`config.mk`:
```
export PLATFORM = sky130hd
export DESIGN_NAME = cellram_arbiter
export DESIGN_NICKNAME = d
export VERILOG_FILES = /design/src/rtl/cellram_arbiter_pkg.sv /design/src/rtl/cellram_arbiter_rr.sv /design/src/rtl/cellram_arbiter.sv
export SDC_FILE = /design/constraint.sdc
export NUM_CORES = 1
export LEC_CHECK = 0
export CORE_ASPECT_RATIO = 0.5
export CORE_MARGIN = 2
export CORE_UTILIZATION = 37
export CTS_CLUSTER_SIZE = 8
export DETAILED_ROUTE_END_ITERATION = 6
export GPL_ROUTABILITY_DRIVEN = 1
export PLACE_DENSITY = 0.87
export SLEW_MARGIN = 20
export SYNTH_ARGS = -nofsm -noshare
export SYNTH_HDL_FRONTEND = slang
export SYNTH_HIERARCHICAL = 1
export SYNTH_SLANG_ARGS = --single-unit
```
`constraint.sdc`:
```
create_clock -name clk_core -period 5.8 [get_ports clk_core]
set_input_delay 0.87 -clock clk_core [delete_from_list [all_inputs] [get_ports clk_core]]
set_output_delay 0.87 -clock clk_core [all_outputs]
set_load 0.03 [all_outputs]
```
`src/rtl/cellram_arbiter_pkg.sv`:
```
// Shared definitions for the cellram arbiter: instruction codes, default field widths
// and the transaction state encoding.
package cellram_arbiter_pkg;

  localparam int DEF_NB      = 16;
  localparam int DEF_NB_ADDR = 23;
  localparam int DEF_NB_BL   = 6;
  localparam int DEF_NB_INST = 3;

  localparam logic [2:0] INSTR_WRITE = 3'b000;
  localparam logic [2:0] INSTR_READ  = 3'b001;

  localparam logic [2:0] ST_IDLE    = 3'd0;
  localparam logic [2:0] ST_WR_DATA = 3'd1;
  localparam logic [2:0] ST_WR_CMD  = 3'd2;
  localparam logic [2:0] ST_RD_CMD  = 3'd3;
  localparam logic [2:0] ST_RD_DATA = 3'd4;

endpackage

```
`src/rtl/cellram_arbiter_rr.sv`:
```
// Combinational round-robin picker: grants the first requester at or above ptr, with wrap.
module rr_arbiter #(
  parameter  int N_REQ = 2,
  localparam int IDW   = (N_REQ > 1) ? $clog2(N_REQ) : 1
) (
  input  logic [N_REQ-1:0] req,
  input  logic [IDW-1:0]   ptr,
  output logic [N_REQ-1:0] grant,
  output logic [IDW-1:0]   grant_idx,
  output logic             grant_any
);

  int best_dist;

  // NOTE: every output of a combinational block gets a default first, otherwise
  // paths that skip an assignment infer a latch.
  always_comb begin
    best_dist = N_REQ;
    grant_idx = '0;
    // Distance from the pointer measured upward with wrap; the smallest wins.
    for (int j = 0; j < N_REQ; j++) begin
      if (req[j] && ((j + N_REQ - int'(ptr)) % N_REQ) < best_dist) begin
        best_dist = (j + N_REQ - int'(ptr)) % N_REQ;
        grant_idx = IDW'(j);
      end
    end
    grant_any = (best_dist < N_REQ);
    grant     = '0;
    for (int j = 0; j < N_REQ; j++) begin
      grant[j] = grant_any && (IDW'(j) == grant_idx);
    end
  end

endmodule

```
`src/rtl/cellram_arbiter.sv`:
```
// Shares one cellram_interface command/write/read FIFO port set among N_REQ requesters,
// one transaction at a time, round-robin.
module cellram_arbiter
  import cellram_arbiter_pkg::*;
#(
  parameter  int N_REQ   = 2,
  parameter  int Nb      = DEF_NB,
  parameter  int Nb_addr = DEF_NB_ADDR,
  parameter  int Nb_bl   = DEF_NB_BL,
  parameter  int Nb_inst = DEF_NB_INST,
  localparam int IDW     = (N_REQ > 1) ? $clog2(N_REQ) : 1
) (
  input  logic                       clk_core,
  input  logic                       reset_n,
  input  logic [N_REQ-1:0]           req_cmd_valid,
  output logic [N_REQ-1:0]           req_cmd_ready,
  input  logic [N_REQ*Nb_inst-1:0]   req_cmd_instr,
  input  logic [N_REQ*Nb_addr-1:0]   req_cmd_addr,
  input  logic [N_REQ*Nb_bl-1:0]     req_cmd_bl,
  input  logic [N_REQ*Nb-1:0]        req_wr_data,
  input  logic [N_REQ-1:0]           req_wr_valid,
  output logic [N_REQ-1:0]           req_wr_ready,
  output logic [Nb-1:0]              req_rd_data,
  output logic [N_REQ-1:0]           req_rd_valid,
  input  logic [N_REQ-1:0]           req_rd_ready,
  output logic [Nb_inst-1:0]         mem_cmd_instr,
  output logic [Nb_addr-1:0]         mem_cmd_addr,
  output logic [Nb_bl-1:0]           mem_cmd_bl,
  output logic                       mem_cmd_valid,
  input  logic                       mem_cmd_ready,
  output logic [Nb-1:0]              mem_wr_data,
  output logic                       mem_wr_valid,
  input  logic                       mem_wr_ready,
  input  logic [Nb-1:0]              mem_rd_data,
  input  logic                       mem_rd_valid,
  output logic                       mem_rd_ready,
  output logic                       busy,
  output logic [IDW-1:0]             grant_id
);

  localparam int CW = Nb_bl + 1;

  logic [2:0]         state;
  logic [IDW-1:0]     rr_ptr;
  logic [CW-1:0]      count;
  logic [N_REQ-1:0]   arb_req;
  logic [N_REQ-1:0]   arb_grant;
  logic [IDW-1:0]     arb_idx;
  logic               arb_any;
  logic [Nb_inst-1:0] sel_instr;
  logic [Nb_addr-1:0] sel_addr;
  logic [Nb_bl-1:0]   sel_bl;
  logic               wr_hs;
  logic               rd_hs;
  logic               last_word;

  assign arb_req = (state == ST_IDLE) ? req_cmd_valid : '0;

  rr_arbiter #(.N_REQ(N_REQ)) u_rr (
    .req       (arb_req),
    .ptr       (rr_ptr),
    .grant     (arb_grant),
    .grant_idx (arb_idx),
    .grant_any (arb_any)
  );

  assign req_cmd_ready = arb_grant;
  assign sel_instr     = req_cmd_instr[int'(arb_idx)*Nb_inst +: Nb_inst];
  assign sel_addr      = req_cmd_addr[int'(arb_idx)*Nb_addr +: Nb_addr];
  assign sel_bl        = req_cmd_bl[int'(arb_idx)*Nb_bl +: Nb_bl];

  // The command port decodes registered state and latched fields only.
  assign mem_cmd_valid = (state == ST_WR_CMD) || (state == ST_RD_CMD);
  assign busy          = (state != ST_IDLE);

  assign wr_hs     = (state == ST_WR_DATA) && req_wr_valid[grant_id] && mem_wr_ready;
  assign rd_hs     = (state == ST_RD_DATA) && mem_rd_valid && req_rd_ready[grant_id];
  assign last_word = (count == {1'b0, mem_cmd_bl});

  // Data paths are pass-through for the owner only; everyone else sees zeros.
  always_comb begin
    mem_wr_valid = 1'b0;
    mem_wr_data  = '0;
    req_wr_ready = '0;
    mem_rd_ready = 1'b0;
    req_rd_valid = '0;
    req_rd_data  = '0;
    if (state == ST_WR_DATA) begin
      mem_wr_valid           = req_wr_valid[grant_id];
      mem_wr_data            = req_wr_data[int'(grant_id)*Nb +: Nb];
      req_wr_ready[grant_id] = mem_wr_ready;
    end
    if (state == ST_RD_DATA) begin
      mem_rd_ready           = req_rd_ready[grant_id];
      req_rd_valid[grant_id] = mem_rd_valid;
      req_rd_data            = mem_rd_data;
    end
  end

  // NOTE: sequential state uses non-blocking assignments so every register samples
  // the pre-edge values regardless of statement order.
  always_ff @(posedge clk_core) begin
    if (!reset_n) begin
      state         <= ST_IDLE;
      rr_ptr        <= '0;
      grant_id      <= '0;
      count         <= '0;
      mem_cmd_instr <= '0;
      mem_cmd_addr  <= '0;
      mem_cmd_bl    <= '0;
    end else begin
      case (state)
        ST_IDLE: begin
          if (arb_any) begin
            mem_cmd_instr <= sel_instr;
            mem_cmd_addr  <= sel_addr;
            mem_cmd_bl    <= sel_bl;
            grant_id      <= arb_idx;
            rr_ptr        <= (arb_idx == IDW'(N_REQ - 1)) ? '0 : arb_idx + IDW'(1);
            count         <= '0;
            // Unknown instructions are consumed here and never reach the memory.
            if (sel_instr == Nb_inst'(INSTR_WRITE)) begin
              state <= ST_WR_DATA;
            end else if (sel_instr == Nb_inst'(INSTR_READ)) begin
              state <= ST_RD_CMD;
            end
          end
        end
        ST_WR_DATA: begin
          if (wr_hs) begin
            count <= count + CW'(1);
            if (last_word) state <= ST_WR_CMD;
          end
        end
        ST_WR_CMD: begin
          if (mem_cmd_ready) state <= ST_IDLE;
        end
        ST_RD_CMD: begin
          if (mem_cmd_ready) state <= ST_RD_DATA;
        end
        ST_RD_DATA: begin
          if (rd_hs) begin
            count <= count + CW'(1);
            if (last_word) state <= ST_IDLE;
          end
        end
        default: state <= ST_IDLE;
      endcase
    end
  end

endmodule

```
## Word-level counts from Yosys, hierarchy flattened

Index checks and enable logic that the tools add are counted.

| storage, ports and cells | value |
|---|---|
| flip-flop bits (word level) | 44 |
| logic and storage cells | 90 |
| bits of input ports | 123 |
| output and inout port bits | 75 |

| operators by class | value |
|---|---|
| reductions and logical operators | 17 |
| $mul | 3 |
| shift-type cells | 4 |
| magnitude comparators | 5 |
| eq/ne operators | 14 |
| add/sub/neg operators | 4 |
| mux-type cells | 31 |
| bitwise logic cells | 5 |

Operators by type and width:

| kind | count |
|---|---|
| $mux W32 | 2 |
| $shiftx A46 B7 Y23 | 1 |
| $lt A2 B32 Y1 | 1 |
| $lt A32 B3 Y1 const B | 1 |
| $mux W16 | 2 |
| $shiftx A32 B6 Y16 | 1 |
| $mux W3 | 9 |
| $mux W7 | 3 |
| $pmux W7 S3 | 1 |
| $pmux W3 S5 | 1 |
| $ne A2 B2 Y1 const B | 7 |
| $shiftx A12 B5 Y6 | 1 |
| $logic_and A1 B1 Y1 | 9 |
| $mux W1 | 9 |
| $reduce_and A8 Y1 | 1 |
| $add A7 B1 Y7 const B | 1 |
| $eq A7 B6 Y1 | 1 |
| $eq A3 B1 Y1 const B | 2 |
| $eq A3 B2 Y1 const B | 2 |
| $logic_not A3 Y1 | 2 |
| $mul A1 B2 Y3 const B | 2 |
| $mul A1 B5 Y6 const B | 1 |
| $mux W2 | 3 |
| $reduce_bool A3 Y1 | 2 |
| other kinds (15) | 18 |

## Logic depth before layout (Yosys ltp)

| depth | value |
|---|---|
| word-level depth | 15 |
| gate-level depth with buffers | 9 |
| depth with buffers taken out | 7 |

## Cells and area by module

The synthesis kept the hierarchy.

By module, submodules not included:

| module | cells an instance | seq. area each (sq um) | area an instance (sq um) | instances |
|---|---|---|---|---|
| cellram_arbiter | 308 | 880.8 | 2618.8 | 1 |
| rr_arbiter | 5 | 0.0 | 32.5 | 1 |

## Least setup slack after synthesis

No wires, ideal clock.

| timing path | value |
|---|---|
| kind | reg2out |
| start point | register grant_id |
| end point | output req_rd_valid[1] |
| setup slack | 3.049 ns |
| stages on the path, launching flop included | 5 |
| path buffers | 2 |
| data arrival time | 1.881 ns |
| required time | 4.930 ns |
| path through | dfxtp_1 -> buf_4 -> clkbuf_1 -> inv_1 -> nor3_1 |

| on the way | value |
|---|---|
| longest elaborated chain between the ends | 6 |
| elaborated cells on any way between the ends | 7 |
| those cells by class | order compare: 2; mux: 3; bitwise: 1; reduce/logical: 1 |

RTL lines:

| what | RTL line | text |
|---|---|---|
| start, declared | cellram_arbiter.sv:38 | `output logic [IDW-1:0] grant_id` |
| start signal, assigned | cellram_arbiter.sv:118 | `grant_id <= arb_idx;` |
| $lt A1 B2 Y1 (implied by the code) / $ge A1 B1 Y1 (equally long branches) | cellram_arbiter.sv:95 | `req_rd_valid[grant_id] = mem_rd_valid;` |
| $logic_and A1 B1 Y1 (implied by the code) | cellram_arbiter.sv:95 |  |
| $mux W1 (implied by the code) | cellram_arbiter.sv:95 |  |
| $demux W1 S1 (*) | cellram_arbiter.sv:95 |  |
| $and A2 B2 Y2 (no source line) (*) | n/a |  |
| $mux W2 (*) | cellram_arbiter.sv:93 | `if (state == ST_RD_DATA) begin` |
| end, declared | cellram_arbiter.sv:24 | `output logic [N_REQ-1:0] req_rd_valid,` |

Mark *: on every way between the ends. The rest lies on a longest branch, timed or not.

## Worst setup path in the final report

| timing path | value |
|---|---|
| start point | register state[2] |
| end point | output req_wr_ready[1] |

| on the way | value |
|---|---|
| longest elaborated chain between the ends | 2 |

RTL lines:

| what | RTL line | text |
|---|---|---|
| start, declared | cellram_arbiter.sv:43 | `logic [2:0] state;` |
| start signal, assigned | cellram_arbiter.sv:104 | `state <= ST_IDLE;` |
| start signal, assigned | cellram_arbiter.sv:123 | `state <= ST_WR_DATA;` |
| start signal, assigned | cellram_arbiter.sv:125 | `state <= ST_RD_CMD;` |
| $eq A3 B1 Y1 | cellram_arbiter.sv:88 | `if (state == ST_WR_DATA) begin` |
| $mux W2 | cellram_arbiter.sv:88 |  |
| end, declared | cellram_arbiter.sv:22 | `output logic [N_REQ-1:0] req_wr_ready,` |

Every way passes these cells.

==> results.md <==
* CTS tree: done
* Synth warn at 6
* DR iter-0 viols at 157
* GP Congestion at 0.8898
* Critical Path, Cell by Cell: nor2b_1 > nand2b_1 > nor3_1 > clkdlybuf4s50_1
* Power density cells at 454.7 nW/um^2
* Routed WL at 8.980 mm
* Vias in the first global route at 2903
* Design area at 4837 sq um
* Total negative slack at 0 ns
* CTS Buf Count at 5
* Hold Path Stages at 2
* Most common cell after layout, fill and taps aside: clkdlybuf4s50_1
* Post-CTS sizing at 0
* Setup Viol. Count Final at 0
* HPWL after DPL at 6.827 mm
* Ports at 198
* Worst Path Required at 4.93 ns
* Die H at 63.86 microns
* Syn Area/Cell at 8.471 sq um
* Maximum vdd drop at 0.0003072 V
* Unrepaired setup endpoints after global routing: false
* Final Util at 71.08%
* Netlist cell types at 42
* Global Route Usage Sum at 22.63%
* Rel. slew slack at 30.14%
* RR Startpoint: state[1]$_SDFFE_PN0P_
* Final Max Slew Viols at 0
* #FFs+latches synth at 44
* Max-cap violations at 0
* Max FO, Critical Path at 26
* Layout Nets at 618
* Critical hold path startpoint: mem_cmd_addr[20]$_SDFFE_PN0P_
* H-tree level count at 2
* Root buffer cell: clkbuf_16
* Status: finished clean
* Dpl cell area at 4662 sq um
* Gr ovfl total at 0
* Cell Rows at 21
* Antenna violations before repair at 0
* WP data arrival at 2.63 ns
* CTS Hold Buffers Added at 0
* Area growth from synthesis to layout at 82.44%
* Commonest non-fill, non-tap cells in the layout: clkdlybuf4s50_1, nor2_1, mux2i_1
* Min-delay worst type: flop to flop
* Peak Freq at 0.2860 GHz
* Startpoint types: flop
* Seq/Total Area, Yosys at 33.22%
* Kind of critical path: flop to primary output
* Global-route wire length before repair at 14.32 mm
* Reg2reg end: mem_cmd_addr[22]$_SDFFE_PN0P_
* Avg WL per Cell at 15.30 microns
* Top_reg_cell synth: dfxtp_1
* Vias per std cell at 5.129
* Share of cells above drive strength 1 at 3.636%
* Port bufs at 197
* Hold Path End: mem_cmd_addr[20]$_SDFFE_PN0P_
* Mapped Cells at 313
* Worst-margin pin slew at 1.042 ns
* Vias after detailed routing at 3011
* Number of fill cells at 532
* Routed Antenna Nets at 0
* Clock transition at the registers of the reported paths at 0.06 ns
* Post-Synthesis Net Count at 437
* N_diodes at 0
* Syn Std Cell Area at 2651 sq um
* Chip width at 123.7 microns
* CTS Sinks at 44
* Final hold viol count at 0
* DR pass1 iterations at 4
* Setup Skew at 0.003649 ns
* Residual DRC count at 0
* CORE AREA at 6805 sq um
* P_leak at 1.851 nW
* R2r setup slk at 2.80 ns
* Critical-path top delay cell: clkdlybuf4s50_1
* Worst-Skew Late Latency at 0.28 ns
* Maximum number of pins on one net before global-route repair at 68
* CTS Buffer Depth at 2
* Final Critical Period at 3.497 ns
* Starting Density at 38.96%
* CP Capture Type: primary output
* Final period utilization at 60.29%
* Die area at 7900 sq um
* Worst R2R Path Depth at 6
* Post-CTS Setup Bufs at 0
* Async SR Flop Fraction at 0%
* Slowest stage delay, CP at 0.71 ns
* Total chip power at 2.199 mW
* Min Hold Slack at 0.4964 ns
* Post-synth EDFFs at 0
layer usage:
layer	vias to the layer above	track usage (%)	share of wire, %
li1	1512	-	-
met1	1389	27.81	42
met2	99	40.66	51
met3	11	4.375	5.6
met4	0	5.398	1.0
met5	-	0	0
final cells by class:
type / count / area, sq um / share of cell area (%)
flip-flops and latches: 44 / 880.8 / 18.21
clock buffers: 5 / 125.1 / 2.587
multi-input cells: 236 / 1648 / 34.07
clock inverters: 3 / 47.55 / 0.9829
repair buffers: 200 / 1994 / 41.23
well taps: 92 / 115.1 / 2.380
inverters: 7 / 26.28 / 0.5432
flip-flops by register name (all words and copies together) (netlist names):
signal,cells
state,3
mem_cmd_bl,6
mem_cmd_instr,3
mem_cmd_addr,23
count,7
rr_ptr,1
grant_id,1
stage by stage:
stage | worst slack [ns] | cells
detailed placement | 2.451 | 579
global route | 2.051 | 587
global placement | 2.528 | 579
CTS | 2.128 | 587
floorplan | 3.049 | 313
finish | 2.303 | 587
synth_stat cells, drive strengths merged (3+ instances only):
library cell	number	area, sq um
o221a	5	56.30
o21ai	7	35.03
inv	6	22.52
nand3	6	30.03
nand2b	4	25.02
nor3	7	35.03
buf	14	70.07
dfxtp	44	880.8
and3	22	137.6
a211oi	34	255.2
nor2	53	201.5
xor2	6	52.55
mux2i	51	510.5
a21boi	3	22.52
a21oi	10	53.80
clkbuf	12	45.04
nand2	4	17.52
where the power goes:
group | total [mW] | leakage (nW) | internal (mW) | switching, mW
registers | 0.476 | 0.364 | 0.405 | 0.0712
logic | 1.40 | 1.40 | 0.580 | 0.818
clock network | 0.325 | 0.0840 | 0.205 | 0.120
kinds of logic (layout without fill, tap and decap cells):
group | count (synthesis) | in the layout | synth area share [%]
adder cells (fa/ha/maj) | 1 | 1 | 0.4718
AO/OA/AOI/OAI | 69 | 69 | 19.25
XOR/XNOR | 6 | 6 | 1.982
buffers and inverters | 33 | 215 | 5.332
multiplexers | 52 | 52 | 19.68
flip-flops | 44 | 44 | 33.22
AND/OR/NAND/NOR | 108 | 108 | 20.06
critical path: cells and delay by family, from the launching register on:
family | cells | cell delay (ns)
buffers and inverters | 1 | 0.71
and+or+nand+nor | 3 | 1.10
DFF | 1 | 0.54
worst max-delay path by stage:
stage / startpoint / to
3_3_place_gp: req_cmd_valid[0] / req_cmd_ready[0]
3_5_place_dp: state[1]$_SDFFE_PN0P_ / req_cmd_ready[0]
4_1_cts: state[1]$_SDFFE_PN0P_ / req_cmd_ready[0]
5_1_grt: state[2]$_SDFFE_PN0P_ / req_wr_ready[0]
2_1_floorplan: grant_id$_SDFFE_PN0P_ / req_rd_valid[1]
6_report: state[2]$_SDFFE_PN0P_ / req_wr_ready[1]
No activity file was read; power rests on OpenSTA's default activity.
